--- config.mk ---
export PLATFORM = sky130hd
export DESIGN_NAME = spi_burst_sequencer
export DESIGN_NICKNAME = d
export VERILOG_FILES = /design/src/rtl/spi_burst_sequencer.sv
export SDC_FILE = /design/constraint.sdc
export NUM_CORES = 1
export LEC_CHECK = 0
export CAP_MARGIN = 10
export CORE_MARGIN = 2
export CORE_UTILIZATION = 27
export CTS_BUF_LIST = sky130_fd_sc_hd__clkbuf_8
export CTS_CLUSTER_SIZE = 12
export DETAILED_ROUTE_END_ITERATION = 10
export GPL_TIMING_DRIVEN = 0
export PLACE_DENSITY_LB_ADDON = 0.15
export SETUP_SLACK_MARGIN = 0.02
export SLEW_MARGIN = 20
export SYNTH_ARGS = -nofsm -noshare
export SYNTH_HDL_FRONTEND = slang
export SYNTH_SLANG_ARGS = --single-unit
--- constraint.sdc ---
create_clock -name SCLK -period 2.9 [get_ports SCLK]
set_clock_uncertainty 0.1 [all_clocks]
set_input_delay 0.435 -clock SCLK [delete_from_list [all_inputs] [get_ports SCLK]]
set_output_delay 0.435 -clock SCLK [all_outputs]
set_load 0.03 [all_outputs]
--- src/rtl/spi_burst_sequencer.sv ---
// SPI burst sequencer: decodes framed SPI byte streams into config-memory
// writes, readback address sequencing and sticky ready/error flags.
//
// Ports:
//   SCLK               in   SPI clock, all state updates on its rising edge
//   RESET              in   asynchronous, active-high reset
//   SS                 in   chip select, active-low; high aborts the frame
//   data_valid         in   one-cycle strobe, byte present on received_data
//   received_data[7:0] in   byte from the SPI byte slave
//   mem_addr[ADDR_W-1:0] out memory address (write and readback)
//   mem_wdata[7:0]     out  memory write data
//   mem_we             out  one-cycle write strobe per data byte
//   clk_div_ready      out  sticky, set by SET_CLK_DIV
//   input_spike_ready  out  sticky, set by SET_SPIKE
//   debug_config_ready out  sticky, set by SET_DEBUG
//   addr_error         out  sticky, start address beyond MEM_DEPTH-1
//   checksum[7:0]      out  XOR of data bytes written in the current frame
//
// Build option: define SPI_BURST_CHECKSUM_EN to include the checksum
// register; otherwise checksum is tied to 8'h00.

module spi_burst_sequencer #(
    parameter int MEM_DEPTH = 272,
    parameter int ADDR_W    = 9
) (
    input  logic              SCLK,
    input  logic              RESET,
    input  logic              SS,
    input  logic              data_valid,
    input  logic [7:0]        received_data,
    output logic [ADDR_W-1:0] mem_addr,
    output logic [7:0]        mem_wdata,
    output logic              mem_we,
    output logic              clk_div_ready,
    output logic              input_spike_ready,
    output logic              debug_config_ready,
    output logic              addr_error,
    output logic [7:0]        checksum
);

    localparam logic [7:0] OP_WRITE   = 8'h01;
    localparam logic [7:0] OP_READ    = 8'h02;
    localparam logic [7:0] OP_CLK_DIV = 8'h03;
    localparam logic [7:0] OP_SPIKE   = 8'h04;
    localparam logic [7:0] OP_DEBUG   = 8'h05;
    localparam logic [7:0] OP_CLEAR   = 8'h06;

    localparam logic [ADDR_W-1:0] LAST_ADDR = ADDR_W'(MEM_DEPTH - 1);

    typedef enum logic [2:0] {
        S_IDLE,
        S_ADDR_H,
        S_ADDR_L,
        S_DATA,
        S_DISCARD
    } state_t;

    state_t            state_q, state_d;
    logic              is_write_q, is_write_d;
    logic              addr_hi_q, addr_hi_d;
    logic [ADDR_W-1:0] addr_q, addr_d;
    logic [ADDR_W-1:0] mem_addr_d;
    logic [7:0]        mem_wdata_d;
    logic              mem_we_d;
    logic              clk_div_d;
    logic              spike_d;
    logic              debug_d;
    logic              addr_err_d;

    logic [ADDR_W-1:0] start_addr;
    logic [ADDR_W-1:0] next_addr;

`ifdef SPI_BURST_CHECKSUM_EN
    logic [7:0] csum_q, csum_d;
    assign checksum = csum_q;
`else
    assign checksum = 8'h00;
`endif

    // Address bit 8 comes from bit 0 of the ADDR_H byte.
    assign start_addr = ADDR_W'({addr_hi_q, received_data});

    // Bursts wrap at the top of the memory, not at the address width.
    assign next_addr = (addr_q == LAST_ADDR) ? '0 : addr_q + ADDR_W'(1);

    always_ff @(posedge SCLK or posedge RESET) begin
        if (RESET) begin
            state_q            <= S_IDLE;
            is_write_q         <= 1'b0;
            addr_hi_q          <= 1'b0;
            addr_q             <= '0;
            mem_addr           <= '0;
            mem_wdata          <= 8'h00;
            mem_we             <= 1'b0;
            clk_div_ready      <= 1'b0;
            input_spike_ready  <= 1'b0;
            debug_config_ready <= 1'b0;
            addr_error         <= 1'b0;
`ifdef SPI_BURST_CHECKSUM_EN
            csum_q             <= 8'h00;
`endif
        end else begin
            state_q            <= state_d;
            is_write_q         <= is_write_d;
            addr_hi_q          <= addr_hi_d;
            addr_q             <= addr_d;
            mem_addr           <= mem_addr_d;
            mem_wdata          <= mem_wdata_d;
            mem_we             <= mem_we_d;
            clk_div_ready      <= clk_div_d;
            input_spike_ready  <= spike_d;
            debug_config_ready <= debug_d;
            addr_error         <= addr_err_d;
`ifdef SPI_BURST_CHECKSUM_EN
            csum_q             <= csum_d;
`endif
        end
    end

    always_comb begin
        state_d     = state_q;
        is_write_d  = is_write_q;
        addr_hi_d   = addr_hi_q;
        addr_d      = addr_q;
        mem_addr_d  = mem_addr;
        mem_wdata_d = mem_wdata;
        mem_we_d    = 1'b0;
        clk_div_d   = clk_div_ready;
        spike_d     = input_spike_ready;
        debug_d     = debug_config_ready;
        addr_err_d  = addr_error;
`ifdef SPI_BURST_CHECKSUM_EN
        csum_d      = csum_q;
`endif

        // Chip select high wins over a coincident byte strobe, so a byte
        // arriving with the deselect edge is never written.
        if (SS) begin
            state_d = S_IDLE;
        end else if (data_valid) begin
            unique case (state_q)
                S_IDLE: begin
                    case (received_data)
                        OP_WRITE, OP_READ: begin
                            state_d    = S_ADDR_H;
                            is_write_d = (received_data == OP_WRITE);
`ifdef SPI_BURST_CHECKSUM_EN
                            csum_d     = 8'h00;
`endif
                        end
                        OP_CLK_DIV: begin
                            state_d   = S_DISCARD;
                            clk_div_d = 1'b1;
                        end
                        OP_SPIKE: begin
                            state_d = S_DISCARD;
                            spike_d = 1'b1;
                        end
                        OP_DEBUG: begin
                            state_d = S_DISCARD;
                            debug_d = 1'b1;
                        end
                        OP_CLEAR: begin
                            state_d    = S_DISCARD;
                            clk_div_d  = 1'b0;
                            spike_d    = 1'b0;
                            debug_d    = 1'b0;
                            addr_err_d = 1'b0;
                        end
                        default: begin
                            state_d = S_DISCARD;
                        end
                    endcase
                end
                S_ADDR_H: begin
                    addr_hi_d = received_data[0];
                    state_d   = S_ADDR_L;
                end
                S_ADDR_L: begin
                    if (start_addr > LAST_ADDR) begin
                        addr_err_d = 1'b1;
                        state_d    = S_DISCARD;
                    end else begin
                        addr_d     = start_addr;
                        mem_addr_d = start_addr;
                        state_d    = S_DATA;
                    end
                end
                S_DATA: begin
                    addr_d = next_addr;
                    if (is_write_q) begin
                        mem_addr_d  = addr_q;
                        mem_wdata_d = received_data;
                        mem_we_d    = 1'b1;
`ifdef SPI_BURST_CHECKSUM_EN
                        csum_d      = csum_q ^ received_data;
`endif
                    end else begin
                        mem_addr_d = next_addr;
                    end
                end
                S_DISCARD: begin
                    state_d = S_DISCARD;
                end
                default: begin
                    state_d = S_IDLE;
                end
            endcase
        end
    end

endmodule

==> results.yml, run 1 <==
die:
  initial_utilization: 0.282
  number_of_placed_i_o_pins: 42
  core_mm2: 0.00733
  floorplan_die_area_mm2: 0.00837
  dieHeight_um: 91.5
  floorplan.rows: 31
  floorplan.die.width_um: 91.5
route:
  drt-vias-per-instance: 4.89
  dr_iter_0_viols: 147
  final_antenna_net_count: 0
  finalWirelength_um: 5530
  route.vias.total: 1801
  wl_per_cell_um: 15.0
  drt_first_pass_iters: 4
  drt_drc_violations_left: 0
placed_design:
  portBuffers: 30
  detailedPlacementHpwl_um: 4030
  rd_place_congestion: 0.859
  post-place-cells: 360
final_layout:
  num-nets-final: 281
  insertedDiodeCount: 0
  stdcell_count: 368
  layout-drive-gt1-share: 0.149
  area_delta_synth_final_pct: 27.1
yosys:
  most_numerous_cell_in_the_yosys_netlist: "sky130_fd_sc_hd__dfrtp_1"
  synth-seq-area-share: 0.436
  dominantRegCellSynth: "sky130_fd_sc_hd__dfrtp_1"
  syn-mean-instance-area_um2: 9.27
  yosys-top-cells-count: "sky130_fd_sc_hd__dfrtp_1 (36), sky130_fd_sc_hd__o21ai_0 (24), sky130_fd_sc_hd__a21oi_1 (17), sky130_fd_sc_hd__nand2_1 (16), sky130_fd_sc_hd__nor2_1 (16)"
  post_syn_area_mm2: 0.00207
  yosys-top-cells-area: "sky130_fd_sc_hd__dfrtp_1 (44%), sky130_fd_sc_hd__o21ai_0 (5.8%), sky130_fd_sc_hd__mux2_2 (4.4%), sky130_fd_sc_hd__a21oi_1 (4.1%), sky130_fd_sc_hd__buf_4 (2.9%)"
  synth.yosys.warnings: 0
  synth.ff_latch_count: 36
  postSynth.asyncResetShare: 1.00
  syn-instance-count: 223
  post-synth-top-area-cell: "sky130_fd_sc_hd__dfrtp_1"
  synth_cell_types: 52
  synth-edff-count: 0
  top_area_cell_type_share_of_the_netlist_area: 0.436
power_and_ir_drop:
  clkPwrFrac: 0.252
  p_switching_uw: 526
  power.share.combinational: 0.299
  leakage_nw: 1.09
  design_power_total_mw: 1.49
  peakVddDrop_mv: 0.198
  power_report.internal_total_uw: 960
  share_seq_of_total_power: 0.448
  sw_frac_of_total: 0.354
  powerDensity_mw_per_mm2: 566
job:
  cap_viol_max_count: 0
global_route:
  grt_pass1_wl_um: 9740
  grt_overflow: 0
  grt_start_max_net_pins: 24
  grt_antenna_before_repair: 0
  grt_usage: 0.146
  first_global_vias: 1928
worst_setup_path:
  crit_path_start_kind: "input port"
  max_stage_delay_ns: 0.57
  timing_worst_setup_path_type: "in2reg"
  crit_required_ns: 2.98
  cp_data_arrival_time_ns: 2.46
  worstPathMaxFanout: 8
  critPathBufInv: 1
  critical-path-slowest-cell: "sky130_fd_sc_hd__o41ai_4"
  cp-end-kind: "flip-flop"
  path_cells: "clkdlybuf4s50_1 -> o41ai_4 -> o21ai_2 -> or4b_1 -> o21ai_0 -> a31oi_1"
  critical-path-top-delay-family: "compound AO/OA/AOI/OAI gates"
timing:
  final-max-slew-violation-count: 0
  fin_tns_setup_ns: 0
  final_setup_vio_count: 0
  final_min_period_over_clock_period: 0.822
  tightestPinTransition_ns: 0.538
  rsz0062_at_grt: "false"
  finalCriticalPeriod_ns: 2.38
  timing_hold_violations_final: 0
  max_freq_mhz: 420
  timing.max_slew.rel_slack: 0.642
clock_tree:
  ctsLongestPathBuffers: 2
  clock_tree_from_tritoncts: "done"
  post_cts.repair.setup_buffers: 0
  htreeDepth: 2
  cts-resized-gates: 0
  clkTransAtPathRegs_ns: 0.08
  root_buffer: "sky130_fd_sc_hd__clkbuf_8"
  cts_sinks: 36
  number_of_clock_buffers_inserted_by_tritoncts: 5
  insertion_delay_ns: 0.29
  hold_buffers: 0
worst_hold_path:
  hold_path_class: "in2async"
outcome:
  outcome: "complete, no violations"
[flip-flops by register name, summed over array words and instances (netlist names), 3 cells and up]
| register | cells |
|---|---|
| addr_q | 9 |
| mem_addr | 9 |
| mem_wdata | 8 |
| state_q | 3 |
[layer usage]
layer | part of all wire | global-route usage
met4 | 0.010 | 0.0480
met3 | 0.048 | 0.0340
met2 | 0.47 | 0.227
met1 | 0.47 | 0.200
met5 | 0 | 0
[layout by cell type (no fill, tap or decap), types with 2 or more instances in the layout]
cell type	Yosys	routed
sky130_fd_sc_hd__a211oi_1	3	3
sky130_fd_sc_hd__a21oi_1	17	17
sky130_fd_sc_hd__a31oi_1	7	7
sky130_fd_sc_hd__and3_1	2	2
sky130_fd_sc_hd__buf_2	3	3
sky130_fd_sc_hd__buf_4	8	8
sky130_fd_sc_hd__clkbuf_1	11	11
sky130_fd_sc_hd__clkbuf_8	0	6
sky130_fd_sc_hd__clkdlybuf4s50_1	0	30
sky130_fd_sc_hd__conb_1	1	8
sky130_fd_sc_hd__dfrtp_1	36	36
sky130_fd_sc_hd__inv_1	7	8
sky130_fd_sc_hd__mux2_2	8	8
sky130_fd_sc_hd__nand2_1	16	16
sky130_fd_sc_hd__nand3_1	5	5
sky130_fd_sc_hd__nand3b_1	2	2
sky130_fd_sc_hd__nor2_1	16	16
sky130_fd_sc_hd__nor2b_1	2	2
sky130_fd_sc_hd__nor3_1	8	8
sky130_fd_sc_hd__nor3_4	2	2
sky130_fd_sc_hd__nor3b_1	2	2
sky130_fd_sc_hd__nor4_1	5	5
sky130_fd_sc_hd__o21a_1	2	2
sky130_fd_sc_hd__o21ai_0	24	24
sky130_fd_sc_hd__o21ai_1	3	3
sky130_fd_sc_hd__o22ai_1	2	2
sky130_fd_sc_hd__o31ai_1	2	2
sky130_fd_sc_hd__xnor2_1	2	2
sky130_fd_sc_hd__xor2_1	2	2
[layout make-up]
type | count | area (um^2)
Fill cell | 769 | 4700
Multi-Input combinational cell | 164 | 1040
Sequential cell | 36 | 901
Timing Repair Buffer | 31 | 320
Buffer | 23 | 128
Tap cell | 99 | 124
Clock buffer | 6 | 82.6
Inverter | 7 | 26.3
Clock inverter | 2 | 7.51
[final timing paths]
| kind | cells past startpoint | end | slack (ns) | startpoint |
|---|---|---|---|---|
| worst max-delay path | 6 | mem_addr[7]$_DFFE_PP0P_ | 0.52 | received_data[6] |
| worst min-delay path | 2 | mem_addr[6]$_DFFE_PP0P_ | 0.31 | RESET |
| worst max register to register | 5 | mem_addr[7]$_DFFE_PP0P_ | 0.78 | addr_q[4]$_DFFE_PP0P_ |
| worst min register to register | 2 | mem_addr[4]$_DFFE_PP0P_ | 0.38 | mem_addr[4]$_DFFE_PP0P_ |
| max in group asynchronous | 3 | addr_q[3]$_DFFE_PP0P_ | 1.96 | RESET |
| min in group SCLK | 2 | mem_addr[4]$_DFFE_PP0P_ | 0.38 | mem_addr[4]$_DFFE_PP0P_ |
[kinds of logic (layout without fill, tap and decap cells)]
family          Yosys count  after routing  share of synthesized area
buf+inv                  30             69                     0.0745
xor+xnor                  4              4                     0.0170
simple gates             73             73                      0.209
flops                    36             36                      0.436
other cells               1              8                    0.00181
fa+ha+maj                 1              1                    0.00605
compound gates           69             69                      0.207
mux                       9              9                     0.0484
[metrics by stage]
stage	instance area [um^2]	worst slack (ns)	hold WS [ns]	util
after floorplan	2090	1.01	0.401	-
after global placement	2520	0.195	0.361	0.343
after detailed placement	2540	0.225	0.371	0.346
after CTS	2630	0.516	0.320	0.358
after global routing	2630	0.323	0.339	0.358
final	2630	0.517	0.309	0.358
[power groups by stage]
stage | sequential, mW | clock, mW | combinational (mW)
6_report | 0.667 | 0.375 | 0.445
5_1_grt | 0.681 | 0.414 | 0.496
4_1_cts | 0.667 | 0.393 | 0.450
3_5_place_dp | 0.676 | 0 | 0.449
3_3_place_gp | 0.674 | 0 | 0.445
2_1_floorplan | 0.741 | 0 | 0.216
Power figures use the tool's default switching activity.
==> run 2, diff against run 1 <==
Clock period 2.9 ns to 2.3 ns, I/O delays scaled along.
==> run 2 against run 1 <==
Via count is 2.2% higher. Clock-buffer cell count stayed put. Worst hold slack worse by 0.088 ns. Core utilization is 0.89 points higher. Final cell count is 1.6% higher. Final area is 2.5% higher. Clock power is 26% higher. Power is 27% higher. Setup slack worse by 0.38 ns. Sequential power is 26% higher. First-iteration DRC count is 31% lower. Global-route usage hardly changed. Critical endpoint is now is_write_q$_DFFE_PP0P_. Largest cell class unchanged.
==> results.yml, run 2 (synthesis results as in run 1) <==
final_layout:
  commonest_cells_after_routing_fill_and_taps_aside: "sky130_fd_sc_hd__dfrtp_1 (36), sky130_fd_sc_hd__clkdlybuf4s50_1 (29), sky130_fd_sc_hd__o21ai_0 (24)"
  num-nets-final: 287
  layout.cell_area.non_filler_mm2: 0.00269
  largest_registers: "addr_q (9), mem_addr (9), mem_wdata (8)"
  area_delta_synth_final_pct: 30.3
  layout-drive-gt1-share: 0.171
  insertedDiodeCount: 0
  n_fill_cell: 770
  layout_commonest_cell: "sky130_fd_sc_hd__dfrtp_1"
die:
  core_mm2: 0.00733
  dieHeight_um: 91.5
  initial_utilization: 0.282
  floorplan.rows: 31
  number_of_placed_i_o_pins: 42
  floorplan.die.width_um: 91.5
  floorplan_die_area_mm2: 0.00837
power_and_ir_drop:
  leakage_nw: 1.14
  power.share.combinational: 0.303
  peakVddDrop_mv: 0.251
  powerDensity_mw_per_mm2: 700
  sw_frac_of_total: 0.355
  p_switching_uw: 669
  share_seq_of_total_power: 0.446
  design_power_total_mw: 1.89
  clkPwrFrac: 0.251
  power_report.internal_total_mw: 1.22
timing:
  final_min_period_over_clock_period: 0.941
  worst_hold_slack_ns: 0.221
  final_setup_vio_count: 0
  finalCriticalPeriod_ns: 2.17
  timing_hold_violations_final: 0
  tightestPinTransition_ns: 0.529
  rsz0062_at_grt: "true"
  final-max-slew-violation-count: 0
  max_freq_mhz: 462
  timing.max_slew.rel_slack: 0.647
global_route:
  grt_antenna_before_repair: 0
  grt_pass1_wl_um: 9770
  grt_overflow: 0
  grt_usage: 0.146
  first_global_vias: 1930
  grt_start_max_net_pins: 24
clock_tree:
  number_of_clock_buffers_inserted_by_tritoncts: 5
  htreeDepth: 2
  clock_tree_from_tritoncts: "done"
  ctsLongestPathBuffers: 2
  insertion_delay_ns: 0.29
  clkTransAtPathRegs_ns: 0.08
  root_buffer: "sky130_fd_sc_hd__clkbuf_8"
  cts_sinks: 36
route:
  route.vias.total: 1840
  drt_first_pass_iters: 4
  final_antenna_net_count: 0
  wl_per_cell_um: 15.1
  drt-vias-per-instance: 4.92
  finalWirelength_um: 5640
  drt_drc_violations_left: 0
  dr_iter_0_viols: 102
placed_design:
  placed_cell_area_mm2: 0.00254
  portBuffers: 30
  detailedPlacementHpwl_um: 4030
  rd_place_congestion: 0.859
outcome:
  outcome: "complete, no violations"
worst_hold_path:
  hold_path_class: "in2async"
worst_setup_path:
  crit_path_start_kind: "input port"
  crit_required_ns: 2.38
  cp_data_arrival_time_ns: 2.24
  timing_worst_setup_path_type: "in2reg"
  worstPathMaxFanout: 5
  cp-end-kind: "flip-flop"
job:
  cap_viol_max_count: 0
## run 2: changes by cell type in the layout (fill, tap and decap cells not counted)
| cell | previous run | this run |
|---|---|---|
| sky130_fd_sc_hd__buf_12 | 1 | 2 |
| sky130_fd_sc_hd__buf_4 | 8 | 13 |
| sky130_fd_sc_hd__clkdlybuf4s50_1 | 30 | 29 |
| sky130_fd_sc_hd__dlymetal6s2s_1 | 0 | 1 |
| sky130_fd_sc_hd__nand3_1 | 5 | 4 |
| sky130_fd_sc_hd__nand3_2 | 1 | 2 |
## run 2: critical path: stages
cell,delay (ns)
sky130_fd_sc_hd__clkdlybuf4s50_1,0.54
sky130_fd_sc_hd__or4_4,0.56
sky130_fd_sc_hd__nor4b_4,0.41
sky130_fd_sc_hd__nand3b_1,0.16
sky130_fd_sc_hd__a21oi_1,0.17
sky130_fd_sc_hd__nor2_1,0.05
## run 2: per-stage QoR
stage	cells	worst slack (ns)	util	TNS, ns
after global routing	374	0.0163	0.367	0
after global placement	359	-0.315	0.343	-4.24
after detailed placement	360	-0.285	0.346	-3.71
after floorplan	230	0.437	-	0
after CTS	369	0.0376	0.359	0
final	374	0.135	0.367	0
## run 2: path summary, 6_finish.rpt
kind	start	endpoint	slack [ns]	depth (start not counted)
setup / recovery	received_data[5]	is_write_q$_DFFE_PP0P_	0.13	6
hold / removal	RESET	mem_addr[6]$_DFFE_PP0P_	0.22	2
setup reg to reg	state_q[2]$_DFFE_PP0P_	mem_wdata[7]$_DFFE_PP0P_	0.27	7
hold reg to reg	mem_addr[4]$_DFFE_PP0P_	mem_addr[4]$_DFFE_PP0P_	0.38	2
max in group asynchronous	RESET	mem_wdata[0]$_DFFE_PP0P_	1.45	3
min in group SCLK	received_data[0]	debug_config_ready$_DFFE_PP0P_	0.34	3
## run 2: power groups by stage
stage	registers [mW]	logic (mW)	clock network [mW]
2_1_floorplan	0.935	0.273	0
3_3_place_gp	0.849	0.561	0
3_5_place_dp	0.853	0.566	0
4_1_cts	0.841	0.574	0.496
5_1_grt	0.860	0.634	0.522
6_report	0.841	0.571	0.474
## run 2: timing repair
action | CTS | global route
resized for setup | 0 | 2
pin swaps | 1 | 3
buffers inserted | 1 | 5
endpoints found under the setup margin | 1 | 17
hold buffers | 0 | 0
## run 2: layout make-up
| class | count | area [um^2] | area share |
|---|---|---|---|
| clock buffer | 6 | 82.6 | 0.0307 |
| multi-input combinational | 164 | 1040 | 0.388 |
| clock inverter | 2 | 7.51 | 0.00279 |
| sequential | 36 | 901 | 0.335 |
| buffer | 23 | 128 | 0.0474 |
| inverter | 7 | 26.3 | 0.00976 |
| timing repair buffer | 37 | 380 | 0.141 |
| tap | 99 | 124 | 0.0460 |
## run 2: per-layer routing
metal	up-vias	global-route usage	share of wire
met3	11	0.0340	0.053
met1	879	0.200	0.47
met5	-	0	0
met2	56	0.228	0.46
li1	894	-	-
met4	0	0.0467	0.016
==> run 3, diff against run 2 <==
Settings changed: SLEW_MARGIN 20 to unset.
Clock period 2.3 ns to 2.41 ns, I/O delays scaled along.
==> run 3 against run 2 <==
Register-to-register slack better by 0.02 ns. Sequential share of layout area is 0.80 points higher. Critical path depth stayed put. Highest routed layer unchanged. Non-clock buffer count is 4 lower. Worst hold slack better by 0.13 ns. Global-route usage is 0.17 points lower. Via count is 0.92% lower. Critical endpoint unchanged. Final cell count is 1.1% lower. Largest cell class unchanged. Power is 4.7% lower. Core utilization is 0.85 points lower. First-iteration DRC count is 6.9% higher.
==> results.yml, run 3 (synthesis results as in run 1) <==
worst_setup_path:
  cp_data_arrival_time_ns: 2.31
  worstPathMaxFanout: 5
  crit_start: "received_data[6]"
  cp-end-kind: "flip-flop"
  crit_required_ns: 2.49
  timing_worst_setup_path_type: "in2reg"
  regToRegStartpoint: "addr_q[0]$_DFFE_PP0P_"
  crit_path_start_kind: "input port"
route:
  finalWirelength_um: 5610
  drt-vias-per-instance: 4.93
  wl_per_cell_um: 15.2
  route.vias.total: 1823
  dr_iter_0_viols: 109
  drt_drc_violations_left: 0
  final_antenna_net_count: 0
  drt_first_pass_iters: 7
placed_design:
  rd_place_congestion: 0.859
  portBuffers: 30
  detailedPlacementHpwl_um: 3920
  placed_cell_area_mm2: 0.00252
worst_hold_path:
  hold_path_class: "in2reg"
  holdCritStartpoint: "received_data[0]"
final_layout:
  insertedDiodeCount: 0
  n_fill_cell: 787
  multi_input_area_mm2: 0.00104
  largest_registers: "addr_q (9), mem_addr (9), mem_wdata (8)"
  ff_latch_area_um2: 901
  layout_commonest_cell: "sky130_fd_sc_hd__dfrtp_1"
  layout-drive-gt1-share: 0.155
  layout.cell_area.non_filler_mm2: 0.00263
  num-nets-final: 283
  commonest_cells_after_routing_fill_and_taps_aside: "sky130_fd_sc_hd__dfrtp_1 (36), sky130_fd_sc_hd__clkdlybuf4s50_1 (30), sky130_fd_sc_hd__o21ai_0 (24)"
  area_delta_synth_final_pct: 27.2
global_route:
  grt_start_max_net_pins: 37
  grt_antenna_before_repair: 0
  grt_overflow: 0
  grt_pass1_wl_um: 9740
  first_global_vias: 1898
  grt_usage: 0.145
die:
  number_of_placed_i_o_pins: 42
  floorplan.rows: 31
  floorplan.die.width_um: 91.5
  dieHeight_um: 91.5
  initial_utilization: 0.282
  core_mm2: 0.00733
  floorplan_die_area_mm2: 0.00837
clock_tree:
  ctsLongestPathBuffers: 2
  clock_tree_from_tritoncts: "done"
  cts-resized-gates: 0
  htreeDepth: 2
  number_of_clock_buffers_inserted_by_tritoncts: 5
  clkTransAtPathRegs_ns: 0.07
  cts_sinks: 36
  root_buffer: "sky130_fd_sc_hd__clkbuf_8"
  insertion_delay_ns: 0.29
power_and_ir_drop:
  powerDensity_mw_per_mm2: 683
  leakage_nw: 1.10
  design_power_total_mw: 1.80
  peakVddDrop_mv: 0.259
timing:
  final-max-slew-violation-count: 0
  finalCriticalPeriod_ns: 2.23
  final_setup_vio_count: 0
  tightestPinTransition_ns: 0.778
  timing.max_slew.rel_slack: 0.481
  timing_hold_violations_final: 0
  max_freq_mhz: 449
  final_min_period_over_clock_period: 0.925
  rsz0062_at_grt: "false"
outcome:
  outcome: "complete, no violations"
job:
  cap_viol_max_count: 0
-- run 3: path summary, 6_finish.rpt --
path / slack [ns] / endpoint / cells after the start
min: 0.35 / debug_config_ready$_DFFE_PP0P_ / 3
max reg2reg: 0.29 / mem_addr[7]$_DFFE_PP0P_ / 6
min reg2reg: 0.38 / mem_addr[4]$_DFFE_PP0P_ / 2
max in group asynchronous: 1.28 / debug_config_ready$_DFFE_PP0P_ / 2
min in group asynchronous: 0.43 / mem_wdata[5]$_DFFE_PP0P_ / 2
max: 0.18 / is_write_q$_DFFE_PP0P_ / 6
-- run 3: critical path, stage by stage --
cell,delay (ns)
sky130_fd_sc_hd__clkdlybuf4s50_1,0.56
sky130_fd_sc_hd__or4_4,0.61
sky130_fd_sc_hd__nor4b_4,0.40
sky130_fd_sc_hd__nand3b_1,0.15
sky130_fd_sc_hd__a21oi_1,0.17
sky130_fd_sc_hd__nor2_1,0.06
-- run 3: metal layers --
metal,global-route usage,routed length [um]
met1,0.200,2750
met2,0.226,2530
met3,0.0307,287
met4,0.0429,39
met5,0,0
-- run 3: timing repair --
item | 4_1_cts | 5_1_grt
endpoints found under the setup margin | 0 | 2
hold endpoints to repair | 0 | 0
hold buffers | 0 | 0
setup buffers | 0 | 3
-- run 3: where the power goes --
group	switching, mW	total [mW]	internal (mW)
combinational	0.312	0.545	0.233
sequential	0.0978	0.802	0.704
clock	0.225	0.450	0.225
total	0.634	1.80	1.16
-- run 3: cell type report --
cell class                      count  area share
Clock buffer                        6      0.0314
Timing Repair Buffer               33       0.123
Tap cell                           99      0.0471
Clock inverter                      2     0.00285
Multi-Input combinational cell    164       0.395
Buffer                             23      0.0485
Sequential cell                    36       0.343
Inverter                            7     0.00999
-- run 3: through the flow --
stage	setup WS, ns	TNS (ns)	hold WS [ns]	util	cells
2_1_floorplan	0.547	0	0.328	-	230
3_3_place_gp	-0.221	-2.24	0.361	0.343	359
5_1_grt	0.0548	0	0.371	0.359	370
6_report	0.181	0	0.348	0.359	370
4_1_cts	0.0902	0	0.352	0.356	367
3_5_place_dp	-0.186	-1.89	0.370	0.343	359
